### src/rtl/param_datapath_pkg.sv
// Shared enums for param_datapath: ALU ops, B-operand shifts, writeback sources, FSM states.
package param_datapath_pkg;

    typedef enum logic [1:0] {
        OP_ADD  = 2'd0,
        OP_SUB  = 2'd1,
        OP_AND  = 2'd2,
        OP_NOTB = 2'd3
    } alu_op_e;

    typedef enum logic [1:0] {
        SH_NONE = 2'd0,
        SH_LSL1 = 2'd1,
        SH_LSR1 = 2'd2,
        SH_ASR1 = 2'd3
    } shift_e;

    typedef enum logic [1:0] {
        WB_ALU = 2'd0,
        WB_PC  = 2'd1,
        WB_IMM = 2'd2,
        WB_MEM = 2'd3
    } wsel_e;

    typedef enum logic [2:0] {
        S_IDLE = 3'd0,
        S_RDA  = 3'd1,
        S_RDB  = 3'd2,
        S_EXEC = 3'd3,
        S_WB   = 3'd4
    } state_e;

endpackage

### src/rtl/pdp_regfile.sv
// Register file for param_datapath: one write port, one asynchronous read port, async clear.
module pdp_regfile #(
    parameter int  WIDTH = 16,
    parameter int  NREGS = 8,
    localparam int RW    = $clog2(NREGS)
) (
    input  logic             clk,
    input  logic             rst_n,
    input  logic             i_we,
    input  logic [RW-1:0]    i_waddr,
    input  logic [WIDTH-1:0] i_wdata,
    input  logic [RW-1:0]    i_raddr,
    output logic [WIDTH-1:0] o_rdata
);

    logic [WIDTH-1:0] r_mem [NREGS];

    always_ff @(posedge clk or negedge rst_n) begin
        if (!rst_n) begin
            for (int i = 0; i < NREGS; i++) begin
                r_mem[i] <= '0;
            end
        end else if (i_we) begin
            r_mem[i_waddr] <= i_wdata;
        end
    end

    assign o_rdata = r_mem[i_raddr];

endmodule

### src/rtl/param_datapath.sv
// Multi-cycle register/ALU datapath: IDLE->RDA->RDB->EXEC->WB, one command per 5 cycles.
// Optional macro PARAM_DATAPATH_ASR_EN makes shift code 3 an arithmetic right shift.
module param_datapath
    import param_datapath_pkg::*;
#(
    parameter int  WIDTH = 16,
    parameter int  NREGS = 8,
    parameter int  PCW   = 9,
    localparam int RW    = $clog2(NREGS)
) (
    input  logic             clk,
    input  logic             rst_n,
    input  logic             cmd_valid,
    output logic             cmd_ready,
    input  logic [1:0]       cmd_op,
    input  logic [RW-1:0]    cmd_rn,
    input  logic [RW-1:0]    cmd_rm,
    input  logic [RW-1:0]    cmd_rd,
    input  logic [1:0]       cmd_shift,
    input  logic             cmd_asel,
    input  logic             cmd_bsel,
    input  logic [WIDTH-1:0] cmd_imm,
    input  logic [1:0]       cmd_wsel,
    input  logic             cmd_setf,
    input  logic [WIDTH-1:0] mdata,
    input  logic [PCW-1:0]   pc,
    output logic             res_valid,
    output logic [WIDTH-1:0] res_data,
    output logic [2:0]       status,
    output logic [2:0]       o_dbg_state
);

    // Handshake: a command transfers on the rising edge where cmd_valid && cmd_ready;
    // cmd_ready is high only in IDLE and cmd_* are don't-care in every other state.
    state_e           r_state, w_next;
    alu_op_e          r_op;
    shift_e           r_shift;
    wsel_e            r_wsel;
    logic [RW-1:0]    r_rn, r_rm, r_rd;
    logic             r_asel, r_bsel, r_setf;
    logic [WIDTH-1:0] r_imm, r_a, r_b, r_c, r_res_data;
    logic [2:0]       r_status;

    logic             w_ready, w_wb_en, w_accept, w_v;
    logic [RW-1:0]    w_raddr;
    logic [WIDTH-1:0] w_rdata, w_a, w_bsh, w_b, w_alu, w_wb_data;

    always_ff @(posedge clk or negedge rst_n) begin
        if (!rst_n) r_state <= S_IDLE;
        else        r_state <= w_next;
    end

    always_comb begin
        w_next  = r_state;
        w_ready = 1'b0;
        w_wb_en = 1'b0;
        case (r_state)
            S_IDLE: begin
                w_ready = 1'b1;
                if (cmd_valid) w_next = S_RDA;
            end
            S_RDA:  w_next = S_RDB;
            S_RDB:  w_next = S_EXEC;
            S_EXEC: w_next = S_WB;
            S_WB: begin
                w_wb_en = 1'b1;
                w_next  = S_IDLE;
            end
            default: w_next = S_IDLE;
        endcase
    end

    assign w_accept = cmd_valid && w_ready;

    always_ff @(posedge clk or negedge rst_n) begin
        if (!rst_n) begin
            r_op    <= OP_ADD;
            r_shift <= SH_NONE;
            r_wsel  <= WB_ALU;
            r_rn    <= '0;
            r_rm    <= '0;
            r_rd    <= '0;
            r_asel  <= 1'b0;
            r_bsel  <= 1'b0;
            r_setf  <= 1'b0;
            r_imm   <= '0;
        end else if (w_accept) begin
            r_op    <= alu_op_e'(cmd_op);
            r_shift <= shift_e'(cmd_shift);
            r_wsel  <= wsel_e'(cmd_wsel);
            r_rn    <= cmd_rn;
            r_rm    <= cmd_rm;
            r_rd    <= cmd_rd;
            r_asel  <= cmd_asel;
            r_bsel  <= cmd_bsel;
            r_setf  <= cmd_setf;
            r_imm   <= cmd_imm;
        end
    end

    // The single read port serves rn in RDA and rm in RDB.
    assign w_raddr = (r_state == S_RDA) ? r_rn : r_rm;

    pdp_regfile #(
        .WIDTH (WIDTH),
        .NREGS (NREGS)
    ) u_regfile (
        .clk     (clk),
        .rst_n   (rst_n),
        .i_we    (w_wb_en),
        .i_waddr (r_rd),
        .i_wdata (w_wb_data),
        .i_raddr (w_raddr),
        .o_rdata (w_rdata)
    );

    always_comb begin
        w_a = r_asel ? '0 : r_a;
        case (r_shift)
            SH_LSL1: w_bsh = {r_b[WIDTH-2:0], 1'b0};
            SH_LSR1: w_bsh = {1'b0, r_b[WIDTH-1:1]};
`ifdef PARAM_DATAPATH_ASR_EN
            SH_ASR1: w_bsh = {r_b[WIDTH-1], r_b[WIDTH-1:1]};
`else
            SH_ASR1: w_bsh = {1'b0, r_b[WIDTH-1:1]};
`endif
            default: w_bsh = r_b;
        endcase
        w_b = r_bsel ? r_imm : w_bsh;
        w_v = 1'b0;
        case (r_op)
            OP_ADD: begin
                w_alu = w_a + w_b;
                w_v   = (w_a[WIDTH-1] == w_b[WIDTH-1]) && (w_alu[WIDTH-1] != w_a[WIDTH-1]);
            end
            OP_SUB: begin
                w_alu = w_a - w_b;
                w_v   = (w_a[WIDTH-1] != w_b[WIDTH-1]) && (w_alu[WIDTH-1] != w_a[WIDTH-1]);
            end
            OP_AND:  w_alu = w_a & w_b;
            default: w_alu = ~w_b;
        endcase
    end

    always_comb begin
        case (r_wsel)
            WB_PC:   w_wb_data = WIDTH'(pc);
            WB_IMM:  w_wb_data = r_imm;
            WB_MEM:  w_wb_data = mdata;
            default: w_wb_data = r_c;
        endcase
    end

    always_ff @(posedge clk or negedge rst_n) begin
        if (!rst_n) begin
            r_a        <= '0;
            r_b        <= '0;
            r_c        <= '0;
            r_status   <= '0;
            r_res_data <= '0;
        end else begin
            if (r_state == S_RDA) r_a <= w_rdata;
            if (r_state == S_RDB) r_b <= w_rdata;
            if (r_state == S_EXEC) begin
                r_c <= w_alu;
                if (r_setf) r_status <= {(w_alu == '0), w_alu[WIDTH-1], w_v};
            end
            if (w_wb_en) r_res_data <= w_wb_data;
        end
    end

    assign cmd_ready   = w_ready;
    assign res_valid   = w_wb_en;
    assign res_data    = w_wb_en ? w_wb_data : r_res_data;
    assign status      = r_status;
    assign o_dbg_state = r_state;

endmodule

### config.mk
export PLATFORM = sky130hd
export DESIGN_NAME = param_datapath
export DESIGN_NICKNAME = d
export VERILOG_FILES = /design/src/rtl/param_datapath_pkg.sv /design/src/rtl/pdp_regfile.sv /design/src/rtl/param_datapath.sv
export SDC_FILE = /design/constraint.sdc
export NUM_CORES = 1
export LEC_CHECK = 0
export BUFFER_PORTS_ARGS = -buffer_cell sky130_fd_sc_hd__buf_2
export CORE_MARGIN = 1.5
export CORE_UTILIZATION = 25
export DETAILED_ROUTE_END_ITERATION = 10
export PLACE_DENSITY = 0.51
export SLEW_MARGIN = 20
export SYNTH_ARGS = -nofsm -noshare
export SYNTH_HDL_FRONTEND = slang
export SYNTH_SLANG_ARGS = --single-unit
### constraint.sdc
create_clock -name clk -period 6.65 [get_ports clk]
set_input_delay 0.3325 -clock clk [delete_from_list [all_inputs] [get_ports clk]]
set_output_delay 0.3325 -clock clk [all_outputs]
set_load 0.02 [all_outputs]
==> flow_metrics.env <==
export IMPL_status="completed"
export IMPL_hold_viol=0
export IMPL_core_rowCount=81
export IMPL_hpwl_um=25450
export IMPL_synth_async_reset_ratio_pct=100.0
export IMPL_grt_ovfl_total=0
export IMPL_dpl_cell_area_mm2=0.01358
export IMPL_ff2ff_setup_slack_ns=2.12
export IMPL_num_vias=8978
export IMPL_yosysTopAreaCell="dfrtp_1"
export IMPL_portBuffers=85
export IMPL_crit_fanout=18
export IMPL_cp_data_required_time_ns=7.13
export IMPL_drt_total_wl_um=36150
export IMPL_syn_avg_cell_area_um2=11.06
export IMPL_grt_pass1_vias=9306
export IMPL_syn_area_mm2=0.01248
export IMPL_die_area_mm2=0.05128
export IMPL_design_core_area_mm2=0.04915
export IMPL_cts_root_buf="clkbuf_16"
export IMPL_gp_congestion=0.8943
export IMPL_end_kind="flip-flop"
export IMPL_syn2layout_area_growth_pct=19.07
export IMPL_slew_viol_final=0
export IMPL_drc_errors=0
export IMPL_multi_input_area_mm2=0.006255
export IMPL_grt_max_degree=122
export IMPL_stdcell_area_mm2=0.01486
export IMPL_synth_net_count=1225
export IMPL_ios=86
export IMPL_critPathLaunchType="flip-flop"
export IMPL_die_x_um=226.5
export IMPL_grt_usage_pct=14.36
export IMPL_fin_util_pct=30.24
export IMPL_worstPathArrival_ns=5.01
export IMPL_min_path_type="input port to flip-flop"
export IMPL_tightest_slew_ns=1.139
export IMPL_numCtsBuffers=28
export IMPL_die_y_um=226.5
export IMPL_firstDrtPassIters=5
export IMPL_finalSetupTns_ns=0
export IMPL_synth_edf_count=0
export IMPL_yosysSeqAreaShare_pct=46.51
export IMPL_synth_most_common_cell="dfrtp_1"
export IMPL_insertion_delay_ns=0.59
export IMPL_cts_buffer_depth=3
export IMPL_htreeDepth=1
export IMPL_period_minus_slack_ns=4.529
export IMPL_ys_ff_latch=232
export IMPL_dr_first_iter_drc_count=524
export IMPL_rsz0062_at_grt="no"
export IMPL_fmax_mhz=220.8
export IMPL_slew_headroom_pct=24.08
export IMPL_n_fill_cell=5048
export IMPL_regArea_mm2=0.005806
export IMPL_cts_tree="done"
export IMPL_period_share_pct=68.11
export IMPL_layout_drive_gt1_share_pct=27.85
export IMPL_wl_per_cell_um=18.98
export IMPL_max_cap_violations=0
export IMPL_initial_core_util_pct=25.40
export IMPL_fin_skew_ns=0.04181
export IMPL_synth_top_area_share_pct=46.51
export IMPL_antenna_found_initial=1
export IMPL_hold_worst_slack_ns=0.02543
export IMPL_synth_warning_count=0
export IMPL_setup_viol=0
export IMPL_fin_nets=1313
export IMPL_viasPerCell=4.715
export IMPL_crit_type="flip-flop to flip-flop"
export IMPL_cts_repair_resized=0
export IMPL_grt_pass1_wl_um=56520
export IMPL_ant_nets=0
export IMPL_synthDistinctLibCells=73
export IMPL_synthFlopType="dfrtp_1"
export IMPL_postSynthCellCount=1129
export IMPL_path_clk_slew_ns=0.06
export IMPL_synth_commonest_cells="dfrtp_1, mux2_2, nand2_1, nor2_1, a21oi_1"
export IMPL_synth_area_leaders="dfrtp_1, mux2_2, mux4_2"
export IMPL_clock_sinks=232
==> registers in the layout (all words and copies together), names as in the netlist, 3 cells and up <==
| name | cells |
|---|---|
| r_b | 16 |
| r_imm | 16 |
| r_c | 16 |
| o_dbg_state | 3 |
| u_regfile.r_mem | 128 |
| r_a | 16 |
| r_rn | 3 |
| r_res_data | 16 |
| status | 3 |
| r_rm | 3 |
| r_rd | 3 |
==> layer usage <==
metal,vias up,GRT usage [%],share of wire [%]
met5,-,0,0
met4,0,3.075,1.8
met3,41,2.449,4.5
met2,196,23.10,46
met1,4503,20.15,48
li1,4238,-,-
==> critical path: stages (launching register included) <==
cell	delay [ns]
dfrtp_1	0.85
mux2_2	0.41
o221ai_1	0.35
inv_1	0.16
ha_1	0.32
o21ba_2	0.22
or4_4	0.46
a211oi_2	0.28
o31ai_1	0.11
xor2_1	0.18
a221oi_2	0.32
nor4bb_1	0.41
nand4_1	0.20
o21ai_1	0.18
==> timing repair <==
action | in CTS | in global routing
hold endpoints to repair | 144 | 0
buffers inserted | 0 | 0
hold buffers | 26 | 0
==> cells in the final DEF, fill, tap and decap left out, drive strengths merged, types with 12 or more instances in the layout <==
| cell type | n |
|---|---|
| a21oi | 80 |
| a22oi | 12 |
| buf | 102 |
| clkbuf | 35 |
| dfrtp | 232 |
| dlygate4sd3 | 26 |
| ha | 32 |
| inv | 34 |
| mux2 | 125 |
| mux2i | 46 |
| mux4 | 41 |
| nand2 | 105 |
| nand2b | 16 |
| nor2 | 83 |
| nor2b | 25 |
| nor3 | 15 |
| o21ai | 87 |
==> through the flow <==
stage	std cells	setup WS [ns]
finish	1904	2.121
global route	1903	1.710
CTS	1903	2.100
detailed placement	1825	2.114
global placement	1825	2.260
floorplan	1129	3.029
==> layout make-up <==
class,count,share of cell area [%]
Multi-Input combinational cell,793,42.08
Sequential cell,232,39.06
Tap cell,664,5.589
Timing Repair Buffer,128,5.539
Clock buffer,35,5.295
Clock inverter,17,1.566
Inverter,34,0.8586
Antenna cell,1,0.01683
==> worst paths after layout <==
path                            startpoint        endpoint  depth (start not counted)
worst max-delay path            r_shift[0]       status[2]                         13
worst min-delay path            cmd_imm[8]        r_imm[8]                          2
worst max register to register  r_shift[0]       status[2]                         13
worst min register to register      r_c[5]          r_c[5]                          2
max in group asynchronous            rst_n          r_c[4]                          3
min in group asynchronous            rst_n  r_res_data[10]                          2
==> cell families (layout without fill, tap and decap cells) <==
| logic type | count (synthesis) | after routing | share of synthesized area, % |
|---|---|---|---|
| flip-flops | 232 | 232 | 46.51 |
| adder cells (fa/ha/maj) | 34 | 34 | 3.528 |
| AND/OR/NAND/NOR | 284 | 284 | 10.59 |
| XOR/XNOR | 13 | 13 | 0.9121 |
| buffers and inverters | 104 | 214 | 3.759 |
| AO/OA/AOI/OAI | 250 | 250 | 12.34 |
| multiplexers | 212 | 212 | 22.36 |
| other | 0 | 1 | 0 |
Power is left out: the tool's default activity adds up to more than one toggle a clock period on the data nets, which glitch-free logic cannot reach.
